### src/rtl/axis_fifo_pkg.sv
// Shared definitions for the per-lane AXI-Stream FIFO: width helpers and the
// lane payload layout. The payload struct depends on module parameters, so it
// is provided as a struct-building macro that each user expands with its own
// widths. Payload field order is tdata, tstrb, tkeep, tlast, tid, tdest, tuser.
package axis_fifo_pkg;

    // Occupancy counter width: must represent 0..depth inclusive.
    function automatic int level_width(input int depth);
        return $clog2(depth) + 1;
    endfunction

    // Total bits of one stored beat (all payload and sideband fields).
    function automatic int payload_width(input int dw, input int iw, input int dsw, input int uw);
        return dw + 2 * (dw / 8) + 1 + iw + dsw + uw;
    endfunction

endpackage

`ifndef AXIS_FIFO_PAYLOAD_T
`define AXIS_FIFO_PAYLOAD_T(DW, IW, DSW, UW) \
    struct packed { \
        logic [(DW)-1:0]   tdata; \
        logic [(DW)/8-1:0] tstrb; \
        logic [(DW)/8-1:0] tkeep; \
        logic              tlast; \
        logic [(IW)-1:0]   tid; \
        logic [(DSW)-1:0]  tdest; \
        logic [(UW)-1:0]   tuser; \
    }
`endif

### src/rtl/axis_if.sv
// Multi-lane AXI-Stream bundle. Every signal is a flat vector with lane k in
// slice k of the per-lane width.
interface axis #(
    parameter int CHANNEL    = 1,
    parameter int DATA_WIDTH = 32,
    parameter int ID_WIDTH   = 1,
    parameter int DEST_WIDTH = 1,
    parameter int USER_WIDTH = 1
);
    localparam int SW = DATA_WIDTH / 8;

    logic [CHANNEL-1:0]            tvalid;
    logic [CHANNEL-1:0]            tready;
    logic [CHANNEL*DATA_WIDTH-1:0] tdata;
    logic [CHANNEL*SW-1:0]         tstrb;
    logic [CHANNEL*SW-1:0]         tkeep;
    logic [CHANNEL-1:0]            tlast;
    logic [CHANNEL*ID_WIDTH-1:0]   tid;
    logic [CHANNEL*DEST_WIDTH-1:0] tdest;
    logic [CHANNEL*USER_WIDTH-1:0] tuser;

    modport master (
        output tvalid, tdata, tstrb, tkeep, tlast, tid, tdest, tuser,
        input  tready
    );

    modport slave (
        input  tvalid, tdata, tstrb, tkeep, tlast, tid, tdest, tuser,
        output tready
    );
endinterface

### src/rtl/axis_fifo_lane.sv
// One first-word-fall-through FIFO lane. Storage is an array read through a
// registered port addressed by the next read pointer, with a write-forward
// path so a beat written into an empty (or emptying) FIFO appears one cycle
// later. Optional packet mode (macro AXIS_CHAN_FIFO_PKT_MODE_EN) holds output
// valid until a complete packet is stored, or the lane is full.
module axis_fifo_lane
    import axis_fifo_pkg::*;
#(
    parameter int DATA_WIDTH = 32,
    parameter int ID_WIDTH   = 1,
    parameter int DEST_WIDTH = 1,
    parameter int USER_WIDTH = 1,
    parameter int DEPTH      = 16,
    localparam int PW = payload_width(DATA_WIDTH, ID_WIDTH, DEST_WIDTH, USER_WIDTH),
    localparam int LW = level_width(DEPTH)
) (
    input  logic          clk,
    input  logic          rst,
    input  logic          s_tvalid,
    output logic          s_tready,
    input  logic [PW-1:0] s_data,
    output logic          m_tvalid,
    input  logic          m_tready,
    output logic [PW-1:0] m_data,
    output logic [LW-1:0] level
);
    localparam int AW = $clog2(DEPTH);

    logic [PW-1:0] mem [DEPTH];
    logic [AW-1:0] wr_ptr_reg, rd_ptr_reg, rd_ptr_next;
    logic [LW-1:0] level_reg, level_next;
    logic          ready_reg;
    logic [PW-1:0] out_reg;
    logic          push, pop;

    assign push     = s_tvalid & ready_reg;
    assign pop      = m_tvalid & m_tready;
    assign s_tready = ready_reg;
    assign m_data   = out_reg;
    assign level    = level_reg;

    // Next read address and next occupancy from this cycle's handshakes.
    always_comb begin
        rd_ptr_next = rd_ptr_reg;
        level_next  = level_reg;
        if (pop)
            rd_ptr_next = rd_ptr_reg + AW'(1);
        if (push && !pop)
            level_next = level_reg + LW'(1);
        else if (pop && !push)
            level_next = level_reg - LW'(1);
    end

    // Pointers, occupancy and the registered input-ready flag.
    always_ff @(posedge clk or posedge rst) begin
        if (rst) begin
            wr_ptr_reg <= '0;
            rd_ptr_reg <= '0;
            level_reg  <= '0;
            ready_reg  <= 1'b0;
        end else begin
            if (push)
                wr_ptr_reg <= wr_ptr_reg + AW'(1);
            rd_ptr_reg <= rd_ptr_next;
            level_reg  <= level_next;
            ready_reg  <= (level_next < LW'(DEPTH));
        end
    end

    // Storage write and registered head read; forward the incoming beat when
    // it lands exactly on the entry that becomes the new head.
    always_ff @(posedge clk) begin
        if (push)
            mem[wr_ptr_reg] <= s_data;
        if (push && (wr_ptr_reg == rd_ptr_next))
            out_reg <= s_data;
        else
            out_reg <= mem[rd_ptr_next];
    end

`ifdef AXIS_CHAN_FIFO_PKT_MODE_EN
    typedef `AXIS_FIFO_PAYLOAD_T(DATA_WIDTH, ID_WIDTH, DEST_WIDTH, USER_WIDTH) payload_t;

    payload_t      s_view, m_view;
    logic [LW-1:0] pkt_cnt_reg;

    assign s_view = s_data;
    assign m_view = out_reg;

    // Count complete packets held; a full lane releases beats regardless so
    // packets longer than the FIFO still drain.
    assign m_tvalid = (level_reg != '0) &&
                      ((pkt_cnt_reg != '0) || (level_reg == LW'(DEPTH)));

    // Packet counter: +1 on pushing a tlast beat, -1 on popping one.
    always_ff @(posedge clk or posedge rst) begin
        if (rst)
            pkt_cnt_reg <= '0;
        else if ((push && s_view.tlast) && !(pop && m_view.tlast))
            pkt_cnt_reg <= pkt_cnt_reg + LW'(1);
        else if (!(push && s_view.tlast) && (pop && m_view.tlast))
            pkt_cnt_reg <= pkt_cnt_reg - LW'(1);
    end
`else
    assign m_tvalid = (level_reg != '0);
`endif

endmodule

### src/rtl/axis_chan_fifo.sv
// CHANNEL independent AXI-Stream FIFOs behind one multi-lane interface pair.
// Each lane is a separate axis_fifo_lane, so back-pressure never couples
// lanes. Optional packet mode is selected with macro AXIS_CHAN_FIFO_PKT_MODE_EN.
module axis_chan_fifo
    import axis_fifo_pkg::*;
#(
    parameter int CHANNEL    = 1,
    parameter int DATA_WIDTH = 32,
    parameter int ID_WIDTH   = 1,
    parameter int DEST_WIDTH = 1,
    parameter int USER_WIDTH = 1,
    parameter int DEPTH      = 16,
    localparam int LW = level_width(DEPTH)
) (
    input  logic                  clk,
    input  logic                  rst,
    axis.slave                    s_axis,
    axis.master                   m_axis,
    output logic [CHANNEL*LW-1:0] level
);
    localparam int SW = DATA_WIDTH / 8;

    typedef `AXIS_FIFO_PAYLOAD_T(DATA_WIDTH, ID_WIDTH, DEST_WIDTH, USER_WIDTH) payload_t;

    for (genvar gi = 0; gi < CHANNEL; gi++) begin : g_lane
        payload_t s_pl, m_pl;

        assign s_pl.tdata = s_axis.tdata[gi*DATA_WIDTH +: DATA_WIDTH];
        assign s_pl.tstrb = s_axis.tstrb[gi*SW +: SW];
        assign s_pl.tkeep = s_axis.tkeep[gi*SW +: SW];
        assign s_pl.tlast = s_axis.tlast[gi];
        assign s_pl.tid   = s_axis.tid[gi*ID_WIDTH +: ID_WIDTH];
        assign s_pl.tdest = s_axis.tdest[gi*DEST_WIDTH +: DEST_WIDTH];
        assign s_pl.tuser = s_axis.tuser[gi*USER_WIDTH +: USER_WIDTH];

        axis_fifo_lane #(
            .DATA_WIDTH (DATA_WIDTH),
            .ID_WIDTH   (ID_WIDTH),
            .DEST_WIDTH (DEST_WIDTH),
            .USER_WIDTH (USER_WIDTH),
            .DEPTH      (DEPTH)
        ) u_lane (
            .clk      (clk),
            .rst      (rst),
            .s_tvalid (s_axis.tvalid[gi]),
            .s_tready (s_axis.tready[gi]),
            .s_data   (s_pl),
            .m_tvalid (m_axis.tvalid[gi]),
            .m_tready (m_axis.tready[gi]),
            .m_data   (m_pl),
            .level    (level[gi*LW +: LW])
        );

        assign m_axis.tdata[gi*DATA_WIDTH +: DATA_WIDTH] = m_pl.tdata;
        assign m_axis.tstrb[gi*SW +: SW]                 = m_pl.tstrb;
        assign m_axis.tkeep[gi*SW +: SW]                 = m_pl.tkeep;
        assign m_axis.tlast[gi]                          = m_pl.tlast;
        assign m_axis.tid[gi*ID_WIDTH +: ID_WIDTH]       = m_pl.tid;
        assign m_axis.tdest[gi*DEST_WIDTH +: DEST_WIDTH] = m_pl.tdest;
        assign m_axis.tuser[gi*USER_WIDTH +: USER_WIDTH] = m_pl.tuser;
    end

endmodule
### src/flat_wrapper.sv
// flat-port wrapper written by rule: the top's interface ports become plain ports
module axis_chan_fifo_flat import axis_fifo_pkg::*;
#(
    parameter int CHANNEL    = 1,
    parameter int DATA_WIDTH = 32,
    parameter int ID_WIDTH   = 1,
    parameter int DEST_WIDTH = 1,
    parameter int USER_WIDTH = 1,
    parameter int DEPTH      = 16,
    localparam int LW = level_width(DEPTH)
)
  (clk, rst, level, s_axis_tvalid, s_axis_tdata, s_axis_tstrb, s_axis_tkeep, s_axis_tlast, s_axis_tid, s_axis_tdest, s_axis_tuser, s_axis_tready, m_axis_tvalid, m_axis_tdata, m_axis_tstrb, m_axis_tkeep, m_axis_tlast, m_axis_tid, m_axis_tdest, m_axis_tuser, m_axis_tready);
  axis #(.CHANNEL(CHANNEL), .DATA_WIDTH(DATA_WIDTH), .ID_WIDTH(ID_WIDTH), .DEST_WIDTH(DEST_WIDTH), .USER_WIDTH(USER_WIDTH)) s_axis_i ();
  axis #(.CHANNEL(CHANNEL), .DATA_WIDTH(DATA_WIDTH), .ID_WIDTH(ID_WIDTH), .DEST_WIDTH(DEST_WIDTH), .USER_WIDTH(USER_WIDTH)) m_axis_i ();
  input  logic clk;
  input  logic rst;
  output logic [CHANNEL*LW-1:0] level;
  input wire logic [$bits(s_axis_i.tvalid)-1:0] s_axis_tvalid;
  input wire logic [$bits(s_axis_i.tdata)-1:0] s_axis_tdata;
  input wire logic [$bits(s_axis_i.tstrb)-1:0] s_axis_tstrb;
  input wire logic [$bits(s_axis_i.tkeep)-1:0] s_axis_tkeep;
  input wire logic [$bits(s_axis_i.tlast)-1:0] s_axis_tlast;
  input wire logic [$bits(s_axis_i.tid)-1:0] s_axis_tid;
  input wire logic [$bits(s_axis_i.tdest)-1:0] s_axis_tdest;
  input wire logic [$bits(s_axis_i.tuser)-1:0] s_axis_tuser;
  output wire logic [$bits(s_axis_i.tready)-1:0] s_axis_tready;
  output wire logic [$bits(m_axis_i.tvalid)-1:0] m_axis_tvalid;
  output wire logic [$bits(m_axis_i.tdata)-1:0] m_axis_tdata;
  output wire logic [$bits(m_axis_i.tstrb)-1:0] m_axis_tstrb;
  output wire logic [$bits(m_axis_i.tkeep)-1:0] m_axis_tkeep;
  output wire logic [$bits(m_axis_i.tlast)-1:0] m_axis_tlast;
  output wire logic [$bits(m_axis_i.tid)-1:0] m_axis_tid;
  output wire logic [$bits(m_axis_i.tdest)-1:0] m_axis_tdest;
  output wire logic [$bits(m_axis_i.tuser)-1:0] m_axis_tuser;
  input wire logic [$bits(m_axis_i.tready)-1:0] m_axis_tready;
  assign s_axis_i.tvalid = s_axis_tvalid;
  assign s_axis_i.tdata = s_axis_tdata;
  assign s_axis_i.tstrb = s_axis_tstrb;
  assign s_axis_i.tkeep = s_axis_tkeep;
  assign s_axis_i.tlast = s_axis_tlast;
  assign s_axis_i.tid = s_axis_tid;
  assign s_axis_i.tdest = s_axis_tdest;
  assign s_axis_i.tuser = s_axis_tuser;
  assign s_axis_tready = s_axis_i.tready;
  assign m_axis_tvalid = m_axis_i.tvalid;
  assign m_axis_tdata = m_axis_i.tdata;
  assign m_axis_tstrb = m_axis_i.tstrb;
  assign m_axis_tkeep = m_axis_i.tkeep;
  assign m_axis_tlast = m_axis_i.tlast;
  assign m_axis_tid = m_axis_i.tid;
  assign m_axis_tdest = m_axis_i.tdest;
  assign m_axis_tuser = m_axis_i.tuser;
  assign m_axis_i.tready = m_axis_tready;
  axis_chan_fifo #(.CHANNEL(CHANNEL), .DATA_WIDTH(DATA_WIDTH), .ID_WIDTH(ID_WIDTH), .DEST_WIDTH(DEST_WIDTH), .USER_WIDTH(USER_WIDTH), .DEPTH(DEPTH)) u_core (.clk(clk), .rst(rst), .s_axis(s_axis_i), .m_axis(m_axis_i), .level(level));
endmodule
### config.mk
export PLATFORM = sky130hd
export DESIGN_NAME = axis_chan_fifo_flat
export DESIGN_NICKNAME = d
export VERILOG_FILES = /design/src/rtl/axis_fifo_pkg.sv /design/src/rtl/axis_if.sv /design/src/rtl/axis_fifo_lane.sv /design/src/rtl/axis_chan_fifo.sv /design/src/flat_wrapper.sv
export SDC_FILE = /design/constraint.sdc
export NUM_CORES = 1
export LEC_CHECK = 0
export BUFFER_PORTS_ARGS = -buffer_cell sky130_fd_sc_hd__buf_2
export CELL_PAD_IN_SITES_DETAIL_PLACEMENT = 2
export CELL_PAD_IN_SITES_GLOBAL_PLACEMENT = 2
export CORE_ASPECT_RATIO = 0.6
export CORE_UTILIZATION = 45
export DETAILED_ROUTE_END_ITERATION = 10
export PLACE_DENSITY = 0.85
export SETUP_SLACK_MARGIN = 0.5
export SYNTH_ARGS = -nofsm -noshare
export SYNTH_HDL_FRONTEND = slang
export SYNTH_SLANG_ARGS = --single-unit
### constraint.sdc
create_clock -name clk -period 2.45 [get_ports clk]
set_input_delay 0.1225 -clock clk [delete_from_list [all_inputs] [get_ports clk]]
set_output_delay 0.1225 -clock clk [all_outputs]
set_load 0.05 [all_outputs]
==> summary.md, run 1 <==
| Metric | Value |
|---|---|
| Area grow syn2layout | 25.1% |
| DR iter-0 viols | 1836 |
| Asr flop ratio synth | 1.94% |
| Clock H-tree levels | 3 |
| Number of flip-flops under the largest register name | approximately 700 |
| Register area share after synthesis | 79.0% |
| First-pass GRT wire length | 128000 um |
| Tcrit/Tclk final | 115% |
| Design Area, Final | 34200 sq um |
| Status | finished, violations left |
| I/O Buffers | 98 |
| Skew-Pair Late Insertion Delay | 0.64 ns |
| Worst r2r src | u_core.g_lane[0].u_lane.level[0] |
| Main synth FF type | edfxtp_1 |
| Ports | 99 |
| Period minus WS final | approximately 2.8 ns |
| Gpl congestion | 0.729 |
| Synth warn | 0 |
| Type of the worst setup path | flip-flop to output pin |
| Clock Path Buffers | 3 |
| F_max | 355 MHz |
| Pre-antenna DRT Iters | 5 |
| DR vias | 15100 |
| Initial antenna violation count | 4 |
| Final Skew | 0.0303 ns |
| Largest net degree at the start of global routing | 54 |
| Final hold violations | 0 |
| Final WL | 100000 um |
| Finished Layout Cells | 2312 |
| Hold path start | m_axis_tready |
| Layout cell share with drive strength beyond 1 | 43.2% |
| Worst vdd ir | ~0.85 mV |
| CP cell instances | buf_12 -> buf_16 -> buf_4 -> mux4_2 -> a22oi_1 -> nand2_2 -> buf_6 |
| Vias in the first global route | 15700 |
| Max-cap violations | 0 |
| TritonCTS clock tree | yes |
| Cell Area, Synth | 27300 sq um |
| Die ar. | 61700 sq um |
| Startpoint types | flip-flop |
| Antenna violation net count after detailed routing | 0 |
| Commonest cells after routing, fill and taps aside | edfxtp_1, mux4_2, clkbuf_16, a22oi_2, buf_4 |
| Gr ovfl total | 0 |
| Slew headroom | a little over half |
| HPWL after DPL | 47000 um |
| DP Area | slightly below 30000 sq um |
| Final design utilization | 57.4% |
| Failing checks | negative setup slack |
| Synth Register Bits | 722 |
| Peak fanout along the critical path | 9 |
| Tightest Pin Transition | 0.703 ns |
| Post-synth cell types | 40 |
| Synth Area per Inst | roughly 23 sq um |
| Unrepaired setup endpoints after global routing | yes |
| Mapped Nets | 1237 |
| Final setup violation count | 44 |
| Tightest Hold Check Type | input pin to flip-flop |
| Worst setup margin | -0.371 ns |
| Post-Syn Instances | 1179 |
| Initial core utilization | a little under half |
| Pleak | about 11 nW |
| Worst Path Required | 2.33 ns |
| Worst hold margin | 0.154 ns |
| Power density over the cells | 1350 nW/um^2 |
| Final Max Slew Viols | 0 |
| Placed cells | ~2100 |
| EDFF count, synth | approximately 700 |
| Reg with most FFs | u_core.g_lane.u_lane.mem |
| Crit path DAT | 2.70 ns |
| Vias/cell | 6.55 |
| DRC viols | 0 |
| TritonCTS buffer count | between 60 and 70 |
| CP max stage delay | 0.52 ns |
| Chip width | 320 um |
| Total Power | between 40 and 50 mW |
| Core area | 59600 sq um |
| Clk sinks | 722 |
| Most common cell after layout, fill and taps aside | edfxtp_1 |
| TNS Setup | -10.43 ns |
| FP Rows | 69 |
| Die Y | 193 um |
| DP Worst Slack | -0.0801 ns |
| Crit path max-delay cell type | mux4_2 |
| GR Util All Layers | a little under a third |
| Final layout net count | 1537 |
| CTS clk-pin slew, worst paths | 0.08 ns |
| Crit end category | output pin |
| Wire length per cell | roughly 43 um |
| CTS root buf | clkbuf_16 |
==> synthesized netlist by cell type, types with 5 or more instances <==
master / instances / area share (%)
a22oi_1: 88 / 2.4
and2_1: 17 / 0.39
inv_1: 7 / 0.096
xnor2_1: 5 / 0.16
buf_6: 8 / 0.33
buf_1: 10 / 0.14
nand2_1: 50 / 0.69
clkbuf_1: 26 / 0.36
mux4_2: 176 / 15
edfxtp_1: 704 / 77
ha_1: 10 / 0.46
dfrtp_1: 14 / 1.3
buf_4: 8 / 0.22
buf_2: 9 / 0.16
==> cells by family (layout without fill, tap and decap cells) <==
group,Yosys count,after routing,share of synthesized area [%]
muxes,177,177,14.6
DFF,722,722,79.0
AOI/OAI and AO/OA,105,105,2.88
adders and majority gates,10,10,0.458
buffers and inverters,70,420,1.34
other,0,2,0
xor gates and xnor gates,7,7,0.225
and+or+nand+nor,88,88,1.53
==> path summary, 6_finish.rpt <==
check,to,cells after the start,slack (ns)
max,m_axis_tdata[25],7,-0.37
min,u_core.g_lane[0].u_lane.rd_ptr_reg[0],4,0.15
max reg2reg,flip-flop,10,0.03
min reg2reg,flip-flop,1,0.59
max in group asynchronous,u_core.g_lane[0].u_lane.level[1],3,1.76
min in group asynchronous,u_core.g_lane[0].u_lane.wr_ptr_reg[3],3,0.18
==> area by class of cell <==
class	count	area (sq um)
Timing Repair Buffer	293	3470
Sequential cell	722	21600
Inverter	8	32.5
Antenna cell	2	5.00
Clock buffer	90	1860
Tap cell	781	977
Multi-Input combinational cell	387	6030
Fill cell	4822	25400
Clock inverter	29	203
==> routing by layer <==
metal  vias to the layer above  track usage (%)  part of all wire [%]
met2                       909             52.4                    50
met5                         -                0                 0.023
met1                      8359             40.7                    39
li1                       5643                -                     -
met4                         4             9.11                   3.6
met3                       222             5.82                   6.8
==> power breakdown <==
part	switching (mW)	internal, mW
clock	5.23	5.66
sequential	0.758	14.8
combinational	11.4	8.31
==> critical path, delay by kind of cell (launching register included) <==
family          cells  cell delay (ns)
mux                 1             0.52
compound gates      1             0.27
simple gates        1             0.16
flops               1             0.43
buf+inv             4             0.68
==> repair_timing <==
item                       CTS  global route
buffers inserted            38            27
pin swaps                   20            42
resized for setup          146           130
setup endpoints to repair  699           348
gates cloned                 7            13
hold buffers                45             0
hold endpoints to repair   718             0
(Power assumes the default switching activity.)
==> run 2: changes to the inputs <==
- RECOVER_POWER: not set -> 100
==> run 2 against run 1 <==
The flow still finishes with violations (negative setup slack); clock power hardly changed; sequential power hardly changed; register-to-register slack worse by 0.27 ns; final area is 0.81% lower; highest routed layer unchanged; sequential share of layout area is 0.52 points higher; flip-flop and latch count stayed put; critical endpoint unchanged; maximum frequency is 0.35% higher; via count is 0.46% higher; largest cell class unchanged.
==> summary.md, run 2 (synthesis gave the netlist of run 1 again) <==
| Metric | Value |
|---|---|
| DR vias | 15200 (was 15100) |
| Pre-antenna DRT Iters | 6 (was 5) |
| Finished Layout Cells | 2312 (unchanged) |
| Layout cell share with drive strength beyond 1 | 38.4% (was 43.2%) |
| Skew-Pair Late Insertion Delay | 0.64 ns (about the same) |
| Final layout net count | 1537 (unchanged) |
| Reg with most FFs | u_core.g_lane.u_lane.mem (unchanged) |
| Crit path DAT | 2.69 ns (was 2.70 ns) |
| TritonCTS clock tree | yes (unchanged) |
| Tightest Pin Transition | 1.07 ns (was 0.703 ns) |
| Commonest cells after routing, fill and taps aside | edfxtp_1, mux4_2, clkbuf_16, clkbuf_1, a22oi_2 (was edfxtp_1, mux4_2, clkbuf_16, a22oi_2, buf_4) |
| Antenna violation net count after detailed routing | 0 (unchanged) |
| Die Y | 193 um (unchanged) |
| TritonCTS buffer count | 67 (unchanged) |
| CTS clk-pin slew, worst paths | 0.08 ns (about the same) |
| GR Util All Layers | 30.8% (unchanged) |
| Clk sinks | 722 (unchanged) |
| Core area | 59600 sq um (unchanged) |
| Startpoint types | flip-flop (unchanged) |
| Design Area, Final | 33900 sq um (was 34200 sq um) |
| Final Skew | 0.0323 ns (was 0.0303 ns) |
| Initial antenna violation count | 4 (unchanged) |
| Area grow syn2layout | 24.1% (was 25.1%) |
| Tcrit/Tclk final | 115% (about the same) |
| Clock Path Buffers | 3 (unchanged) |
| I/O Buffers | 98 (unchanged) |
| Slew headroom | 28.7% (was 53.1%) |
| Pleak | 11.0 nW (was 11.2 nW) |
| Worst setup margin | -0.361 ns (was -0.371 ns) |
| Wire length per cell | 43.4 um (about the same) |
| Chip width | 320 um (unchanged) |
| Final setup violation count | 316 (was 44) |
| Final Max Slew Viols | 0 (unchanged) |
| Gpl congestion | 0.729 (unchanged) |
| HPWL after DPL | 47000 um (unchanged) |
| Power density over the cells | 1360 nW/um^2 (was 1350 nW/um^2) |
| DR iter-0 viols | 1854 (was 1836) |
| Gr ovfl total | 0 (unchanged) |
| Number of flip-flops under the largest register name | 704 (unchanged) |
| Type of the worst setup path | flip-flop to output pin (unchanged) |
| Crit path max-delay cell type | mux4_2 (unchanged) |
| Unrepaired setup endpoints after global routing | yes (unchanged) |
| Footprint of the multi-input gates | 5950 sq um (was 6030 sq um) |
| DRC viols | 0 (unchanged) |
| Crit end category | output pin (unchanged) |
| Ports | 99 (unchanged) |
| Period minus WS final | 2.81 ns (was 2.82 ns) |
| F_max | 356 MHz (was 355 MHz) |
| Failing checks | negative setup slack (unchanged) |
| FF+latch area | 21600 sq um (unchanged) |
| Worst Path Required | 2.33 ns (about the same) |
| Placed cells | 2061 (unchanged) |
| Worst R2R Path Depth | 9 (was 10) |
| Most common cell after layout, fill and taps aside | edfxtp_1 (unchanged) |
| DP Area | 29500 sq um (unchanged) |
| FP Rows | 69 (unchanged) |
| Vias in the first global route | 15700 (unchanged) |
| Initial core utilization | 45.8% (unchanged) |
| Largest net degree at the start of global routing | 54 (unchanged) |
| First-pass GRT wire length | 128000 um (unchanged) |
| Clock H-tree levels | 3 (unchanged) |
| Worst vdd ir | 0.856 mV (was 0.849 mV) |
| CTS root buf | clkbuf_16 (unchanged) |
| Final WL | 100000 um (about the same) |
| # fillers | 4865 (was 4822) |
| Reg-to-reg slack, setup | -0.24 ns (was 0.03 ns) |
| CP max stage delay | 0.52 ns (about the same) |
| Vias/cell | 6.58 (was 6.55) |
| Die ar. | 61700 sq um (unchanged) |
| Peak fanout along the critical path | 9 (unchanged) |
| Status | finished, violations left (unchanged) |
| Total Power | 46.0 mW (was 46.2 mW) |
| CP cell instances | buf_12 -> buf_16 -> buf_4 -> mux4_2 -> a22oi_1 -> nand2_2 -> buf_6 (unchanged) |
| Final hold violations | 0 (unchanged) |
| Tightest Hold Check Type | input pin to asynchronous set/reset pin (was input pin to flip-flop) |
| Max-cap violations | 0 (unchanged) |
==> run 2: cell types whose count changed in the layout (fill, tap and decap cells not counted), moves of 3 or more <==
cell,before,now
buf_8,8,5
buf_4,61,57
clkbuf_2,0,3
and2_2,12,4
buf_12,43,37
clkbuf_4,0,6
and2_0,0,8
clkbuf_1,18,72
buf_2,58,7
==> run 2: worst paths after layout <==
path                                                  startpoint                               endpoint
setup / recovery                                       flip-flop                       m_axis_tdata[25]
hold / removal                                               rst  u_core.g_lane[0].u_lane.wr_ptr_reg[3]
setup reg to reg                u_core.g_lane[0].u_lane.s_tready                              flip-flop
hold reg to reg            u_core.g_lane[0].u_lane.rd_ptr_reg[1]                              flip-flop
max in group asynchronous                                    rst       u_core.g_lane[0].u_lane.level[1]
min in group clk                                   m_axis_tready       u_core.g_lane[0].u_lane.level[0]
==> run 2: cell type report <==
type | instances | share of cell area, %
clock buffer | 90 | 5.48
timing repair buffer | 293 | 9.68
multi-input combinational | 387 | 17.6
antenna | 2 | 0.0148
clock inverter | 29 | 0.598
sequential | 722 | 63.7
inverter | 8 | 0.0923
tap | 781 | 2.88
==> run 2: routing by layer <==
metal | up-vias | track usage, % | routed length, um
li1 | 5640 | - | -
met1 | 8424 | 40.7 | 40000
met2 | 927 | 52.4 | 50400
met3 | 212 | 5.82 | 6610
met4 | 4 | 9.11 | 3430
met5 | - | 0 | 23
==> run 2: stage by stage <==
step / setup WS [ns] / TNS [ns] / util [%] / hold WS [ns]
final: -0.361 / -19.48 / 56.9 / 0.184
after global routing: -0.385 / -26.01 / 56.9 / 0.226
after CTS: -0.269 / -8.79 / 55.6 / 0.0496
after detailed placement: -0.0801 / -0.0801 / 49.5 / 0.244
after global placement: 0.271 / 0 / 49.5 / 0.202
after floorplan: 0.153 / 0 / - / 0.0115
==> run 2: timing repair <==
item / in CTS / in global routing
gates resized for setup: 146 / 130
pin swaps: 20 / 42
buffers inserted: 38 / 27
hold buffers: 45 / 0
hold endpoints to repair: 718 / 0
gates cloned: 7 / 13
setup endpoints to repair: 699 / 348
==> run 2: power by group <==
group          switching, mW  internal, mW  total [mW]
Sequential             0.740          14.9        15.6
Combinational           11.4          8.13        19.5
Clock                   5.25          5.66        10.9
Total                   17.4          28.6        46.0
==> run 2: worst max-delay path, delay by kind of cell, from the launching register on <==
kind	cells	cell delay (ns)
flip-flops	1	0.43
AND/OR/NAND/NOR	1	0.16
AO/OA/AOI/OAI	1	0.26
multiplexers	1	0.52
buffers and inverters	4	0.68
